$ cat src/rtl/spectrum_band_accumulator.sv
`default_nettype none
// spectrum_band_accumulator: |re|+|im| per FFT bin, lower-half bins averaged into 16 clamped bands.
// Optional build macro PEAK_DECAY_EN enables peak-hold with a DECAY_STEP fall per frame. Rev 1.0
module spectrum_band_accumulator #(
    parameter int FFT_POINTS = 256,
    parameter int BAND_SHIFT = $clog2(FFT_POINTS / 32),
    parameter int MAX_OUT    = 32767,
    parameter int DECAY_STEP = 512
) (
    input  logic        clk,
    input  logic        reset,
    input  logic        s_valid,
    input  logic        s_sop,
    input  logic        s_eop,
    input  logic [23:0] s_real,
    input  logic [23:0] s_imag,
    output logic        s_ready,
    output logic        done,
    output logic        frame_err,
    output logic [23:0] f0,
    output logic [23:0] f1,
    output logic [23:0] f2,
    output logic [23:0] f3,
    output logic [23:0] f4,
    output logic [23:0] f5,
    output logic [23:0] f6,
    output logic [23:0] f7,
    output logic [23:0] f8,
    output logic [23:0] f9,
    output logic [23:0] f10,
    output logic [23:0] f11,
    output logic [23:0] f12,
    output logic [23:0] f13,
    output logic [23:0] f14,
    output logic [23:0] f15
);

    localparam int               BIN_W     = $clog2(FFT_POINTS);
    localparam int               NBANDS    = 16;
    localparam logic [BIN_W-1:0] LAST_BIN  = BIN_W'(FFT_POINTS - 1);
    localparam logic [31:0]      MAX_OUT_W = 32'(MAX_OUT);
    localparam logic [23:0]      DECAY_W   = 24'(DECAY_STEP);
`ifdef PEAK_DECAY_EN
    localparam bit               DECAY_ON  = 1'b1;
`else
    localparam bit               DECAY_ON  = 1'b0;
`endif

    typedef enum logic [1:0] {
        IDLE    = 2'd0,
        ACCUM   = 2'd1,
        PUBLISH = 2'd2
    } state_t;

    state_t           state_q, state_d;
    logic [BIN_W-1:0] bin_q, bin_d, w_cur_bin;
    logic             pipe_vld_q, pipe_vld_d;
    logic [3:0]       pipe_band_q, pipe_band_d;
    logic [23:0]      pipe_mag_q, pipe_mag_d;
    logic             done_q, done_d;
    logic             err_q, err_d;
    logic [31:0]      acc_q [NBANDS];
    logic [31:0]      acc_d [NBANDS];
    logic [23:0]      f_q   [NBANDS];
    logic [23:0]      f_d   [NBANDS];
    logic [23:0]      w_new [NBANDS];
    logic             w_accept, w_clear, w_take;
    logic [24:0]      w_abs_re, w_abs_im, w_mag_sum;
    logic [23:0]      w_mag;

    assign s_ready  = ~reset & (state_q != PUBLISH);
    assign w_accept = s_valid & s_ready;

    // 25-bit absolute values so that |-2^23| stays exact
    assign w_abs_re  = s_real[23] ? (25'd0 - {s_real[23], s_real}) : {1'b0, s_real};
    assign w_abs_im  = s_imag[23] ? (25'd0 - {s_imag[23], s_imag}) : {1'b0, s_imag};
    assign w_mag_sum = w_abs_re + w_abs_im;
    assign w_mag     = w_mag_sum[24] ? 24'hFFFFFF : w_mag_sum[23:0];

    assign pipe_vld_d  = w_take & ~w_cur_bin[BIN_W-1];
    assign pipe_band_d = w_cur_bin[BAND_SHIFT +: 4];
    assign pipe_mag_d  = w_mag;

    // The pending pipeline sample is folded in here so PUBLISH sees complete sums
    for (genvar k = 0; k < NBANDS; k++) begin : g_band
        logic [31:0] w_sum, w_avg;
        logic [23:0] w_comp, w_floor;
        assign w_sum    = acc_q[k] + ((pipe_vld_q && (pipe_band_q == 4'(k))) ? {8'd0, pipe_mag_q} : 32'd0);
        assign acc_d[k] = w_clear ? 32'd0 : w_sum;
        assign w_avg    = w_sum >> BAND_SHIFT;
        assign w_comp   = (w_avg > MAX_OUT_W) ? MAX_OUT_W[23:0] : w_avg[23:0];
        assign w_floor  = (f_q[k] > DECAY_W) ? (f_q[k] - DECAY_W) : 24'd0;
        assign w_new[k] = (DECAY_ON && (w_floor > w_comp)) ? w_floor : w_comp;
    end

    always_comb begin
        state_d   = state_q;
        bin_d     = bin_q;
        w_cur_bin = '0;
        w_clear   = 1'b0;
        w_take    = 1'b0;
        err_d     = 1'b0;
        done_d    = 1'b0;
        f_d       = f_q;
        case (state_q)
            IDLE: begin
                if (w_accept && s_sop) begin
                    if (s_eop) begin
                        err_d = 1'b1;
                    end else begin
                        w_clear = 1'b1;
                        w_take  = 1'b1;
                        bin_d   = '0;
                        state_d = ACCUM;
                    end
                end
            end
            ACCUM: begin
                if (w_accept) begin
                    if (s_sop) begin
                        err_d   = 1'b1;
                        w_clear = 1'b1;
                        if (s_eop) begin
                            state_d = IDLE;
                        end else begin
                            w_take = 1'b1;
                            bin_d  = '0;
                        end
                    end else begin
                        w_cur_bin = bin_q + BIN_W'(1);
                        w_take    = 1'b1;
                        bin_d     = w_cur_bin;
                        if (w_cur_bin == LAST_BIN) begin
                            if (s_eop) begin
                                state_d = PUBLISH;
                            end else begin
                                err_d   = 1'b1;
                                state_d = IDLE;
                            end
                        end else if (s_eop) begin
                            err_d   = 1'b1;
                            state_d = IDLE;
                        end
                    end
                end
            end
            PUBLISH: begin
                done_d  = 1'b1;
                f_d     = w_new;
                state_d = IDLE;
            end
            default: state_d = IDLE;
        endcase
    end

    always_ff @(posedge clk) begin
        if (reset) begin
            state_q     <= IDLE;
            bin_q       <= '0;
            pipe_vld_q  <= 1'b0;
            pipe_band_q <= '0;
            pipe_mag_q  <= '0;
            done_q      <= 1'b0;
            err_q       <= 1'b0;
            for (int k = 0; k < NBANDS; k++) begin
                acc_q[k] <= '0;
                f_q[k]   <= '0;
            end
        end else begin
            state_q     <= state_d;
            bin_q       <= bin_d;
            pipe_vld_q  <= pipe_vld_d;
            pipe_band_q <= pipe_band_d;
            pipe_mag_q  <= pipe_mag_d;
            done_q      <= done_d;
            err_q       <= err_d;
            for (int k = 0; k < NBANDS; k++) begin
                acc_q[k] <= acc_d[k];
                f_q[k]   <= f_d[k];
            end
        end
    end

    assign done      = done_q;
    assign frame_err = err_q;
    assign f0  = f_q[0];
    assign f1  = f_q[1];
    assign f2  = f_q[2];
    assign f3  = f_q[3];
    assign f4  = f_q[4];
    assign f5  = f_q[5];
    assign f6  = f_q[6];
    assign f7  = f_q[7];
    assign f8  = f_q[8];
    assign f9  = f_q[9];
    assign f10 = f_q[10];
    assign f11 = f_q[11];
    assign f12 = f_q[12];
    assign f13 = f_q[13];
    assign f14 = f_q[14];
    assign f15 = f_q[15];

endmodule
`default_nettype wire
$ cat config.mk
export PLATFORM = sky130hd
export DESIGN_NAME = spectrum_band_accumulator
export DESIGN_NICKNAME = d
export VERILOG_FILES = /design/src/rtl/spectrum_band_accumulator.sv
export SDC_FILE = /design/constraint.sdc
export NUM_CORES = 2
export LEC_CHECK = 0
export ABC_AREA = 1
export BUFFER_PORTS_ARGS = -buffer_cell sky130_fd_sc_hd__buf_2
export CORE_ASPECT_RATIO = 2
export CORE_MARGIN = 3
export CORE_UTILIZATION = 48
export DETAILED_ROUTE_END_ITERATION = 6
export GPL_TIMING_DRIVEN = 1
export PLACE_DENSITY = 0.72
export SKIP_CTS_REPAIR_TIMING = 1
export SYNTH_ARGS = -nofsm -noshare
export SYNTH_HDL_FRONTEND = slang
export SYNTH_SLANG_ARGS = --single-unit
$ cat constraint.sdc
create_clock -name clk -period 3.28 [get_ports clk]
set_input_delay 0 -clock clk [delete_from_list [all_inputs] [get_ports clk]]
set_output_delay 0 -clock clk [all_outputs]
set_load 0.02 [all_outputs]
==> results.json <==
{
  "average_routed_wire_per_standard_cell_um": 17.1,
  "setup_repair_after_global_routing_missed_its_margin": "yes",
  "clock_tree_from_tritoncts": "yes",
  "drt_first_pass_iters": 7,
  "area_of_the_mapped_netlist_sq_um": 67100,
  "core_region_area_sq_um": 139000,
  "drt_first_iter_violations": 4448,
  "grt_pass1_wl_um": 390000,
  "antenna_found_initial": 7,
  "yosys.area.top_type": "dfxtp_1",
  "track_usage": 0.342,
  "setup-tns-final_ps": -31540,
  "die_height_um": 535,
  "clock_insertion_delay_at_the_later_pin_of_the_skew_report_ps": 730,
  "grt_pass1_vias": 75100,
  "timing_max_transition_violations_final": 0,
  "synth_top_family_by_area": "simple AND/OR/NAND/NOR gates",
  "yosys_warnings": 0,
  "post-dp-hpwl_um": 205000,
  "timing.final.hold_violations": 0,
  "post_synth_xor_area_fraction": 0.0427,
  "post-route-period-util": 1.10,
  "worst_setup_path_end_kind": "flop",
  "setup_viol_count_final": 236,
  "maxCapViolCount": 0,
  "yosys.area_share.simple": 0.427,
  "design.die.area_sq_um": 144000,
  "setup_slack_ps": -319,
  "area_of_the_multi_input_gates_sq_um": 40400,
  "portion_of_netlist_area_occupied_by_mux_cells": 0,
  "hold_class": "in2reg",
  "mappedNetlistNets": 12000,
  "place_area_sq_um": 80300,
  "met2WireLength_um": 129000,
  "avgViaCountPerCell": 5.05,
  "row_cnt": 193,
  "power_density_nw_per_um2": 308,
  "worst_ep_arrival_time_ps": 4190,
  "sequential_cell_area_sq_um": 18800,
  "synthesized_flop_and_latch_total": 937,
  "cts.sink_count": 937,
  "number_of_buffer_cells_added_on_primary_ports": 439,
  "fillerInstances": 13700,
  "drive_above_1_share": 0.156,
  "top_signal_layer_used": "met5",
  "failing_checks": "design-rule violations, negative setup slack",
  "dp_slack_ps": -961,
  "path_clk_slew_ps": 80,
  "worstSetupStartpointType": "flop",
  "static-leakage-power_uw": 0.0485,
  "worst_slew_margin_rel": 0.297,
  "drt-total-wl_um": 255000,
  "critical_path_fanout_max": 15,
  "synth_adder_area_share": 0.0819,
  "ant_nets": 0,
  "most_area_consuming_cells_after_synthesis": "dfxtp_1 (28%), nand2_1 (25%), inv_1 (11%)",
  "max_slew.worst_pin.slew_ps": 1050,
  "route.detailed.drc": 21,
  "num_vias": 75200,
  "syn_to_final_growth_pct": 25.4,
  "required_ps": 3870,
  "place_congestion": 1.05,
  "number_of_buffers_created_by_cts": 90,
  "final.setup_skew_ps": 48.7,
  "initial_core_util": 0.484,
  "synth-compound-area-share": 0.0431,
  "wirelength_met1_um": 85700,
  "num_io_pins": 440,
  "clock_tree.htree_level_count": 3,
  "total_power_uw": 25900,
  "layout_min_cycle_time_ps": 3600,
  "nNetsFinal": 13400,
  "yosysTopAreaCellShare": 0.280,
  "met3WireLength_um": 12400,
  "seq_area_frac_synth": 0.280,
  "die-width_um": 270,
  "grt_max_degree": 131,
  "synthCells": 11500,
  "timing_worst_setup_path_type": "reg2reg",
  "cts-root-buf": "clkbuf_16",
  "timing.fmax_mhz": 278,
  "outcome": "complete, but fails checks",
  "worst_ir_drop_vdd_mv": 0.414,
  "post_synth_num_cell_types": 47,
  "ctsLongestPathBuffers": 3,
  "finalInstanceArea_sq_um": 84100,
  "grt.overflow.total": 0,
  "syn_avg_cell_area_sq_um": 5.83
}
==> cells in the final DEF, fill, tap and decap left out, drive strengths merged, types with 106 or more instances in the layout <==
cell	synthesis	layout
a21oi	455	455
buf	79	1602
clkbuf	156	106
dfxtp	937	937
ha	412	412
inv	1940	1952
nand2	4442	4442
nand3	712	712
nor2	1591	1591
nor3	114	114
xnor2	239	239
==> registers in the layout, summed over array words and instances (netlist names) <==
name and flops:
f6 24, f7 24, pipe_band_q 4, f8 24, f15 24, pipe_vld_q 1, f3 24, f5 24
state_q 2, f13 24, f10 24, f14 24, f9 24, f11 24, pipe_mag_q 24, done 1
f0 24, bin_q 8, frame_err 1, f4 24, f2 24, f1 24, f12 24, acc_q 512
==> area by class of cell <==
cell class,count,share of cell area
Sequential cell,937,0.223
Clock inverter,54,0.00916
Inverter,1943,0.0868
Antenna cell,7,0.000208
Clock buffer,106,0.0287
Multi-Input combinational cell,8383,0.480
Tap cell,1852,0.0276
Timing Repair Buffer,1609,0.144
==> power by group <==
part / internal (uW) / switching (uW) / total (uW)
Sequential: 11400 / 21.5 / 11500
Combinational: 859 / 2060 / 2920
Clock: 6260 / 5280 / 11500
==> worst paths after layout <==
kind | slack, ps | end | cells past startpoint | startpoint
worst max-delay path | -320 | f6[4]$_SDFFE_PP0P_ | 22 | pipe_vld_q$_SDFF_PP0_
worst min-delay path | 40 | pipe_mag_q[11]$_SDFF_PP0_ | 5 | s_real[11]
worst max register to register | -320 | f6[4]$_SDFFE_PP0P_ | 22 | pipe_vld_q$_SDFF_PP0_
worst min register to register | 430 | f2[21]$_SDFFE_PP0P_ | 2 | f2[21]$_SDFFE_PP0P_
==> synthesized netlist by cell type (all sizes together) <==
| master | number |
|---|---|
| nor2 | 1591 |
| and3 | 13 |
| a21boi | 7 |
| a21o | 7 |
| o21ai | 40 |
| fa | 17 |
| dfxtp | 937 |
| xor2 | 88 |
| o2111ai | 1 |
| xnor2 | 239 |
| a22oi | 3 |
| o21a | 2 |
| o41ai | 1 |
| buf | 79 |
| o31ai | 1 |
| clkbuf | 156 |
| nor4 | 3 |
| a21oi | 455 |
| nand3b | 17 |
| a31o | 1 |
| o21bai | 4 |
| clkinv | 3 |
| ha | 412 |
| nand2 | 4442 |
| nand3 | 712 |
| a221oi | 1 |
| nor3 | 114 |
| inv | 1940 |
| and2 | 55 |
| a211oi | 1 |
| nor3b | 2 |
| a31oi | 30 |
| or2 | 26 |
| nand4 | 98 |
==> worst max-delay path, cell delays in order, from the launching register on <==
cell and delay [ps]:
dfxtp_1 340, inv_1 100, buf_4 160, nor4_4 350, buf_4 170, inv_1 110
buf_6 180, nor2_2 150, ha_1 210, nand2_1 170, nor2_4 170, nand2_1 120
nor2_1 190, nand2_4 110, nand4_1 110, nand2_1 110, nor2_4 160, nand2_1 100
nor2_4 130, buf_12 140, nand3_1 70, nand2_1 80, nand2_1 50
==> through the flow <==
step	std cells	hold WS (ps)	utilization
6_report	14900	40.4	0.607
5_1_grt	14900	101	0.607
4_1_cts	14900	-352	0.602
3_5_place_dp	14700	417	0.579
3_3_place_gp	14700	411	0.579
2_1_floorplan	11500	164	-
==> kinds of logic after synthesis <==
group | Yosys count
xor+xnor | 327
buf+inv | 2178
compound gates | 554
simple gates | 7073
fa+ha+maj | 429
flops | 937
==> metal layers <==
layer / GRT usage / up-vias
met5: 0 / -
li1: - / 37700
met1: 0.317 / 34000
met4: 0.315 / 2
met3: 0.0461 / 1099
met2: 0.642 / 2370
(Power assumes the default switching activity.)
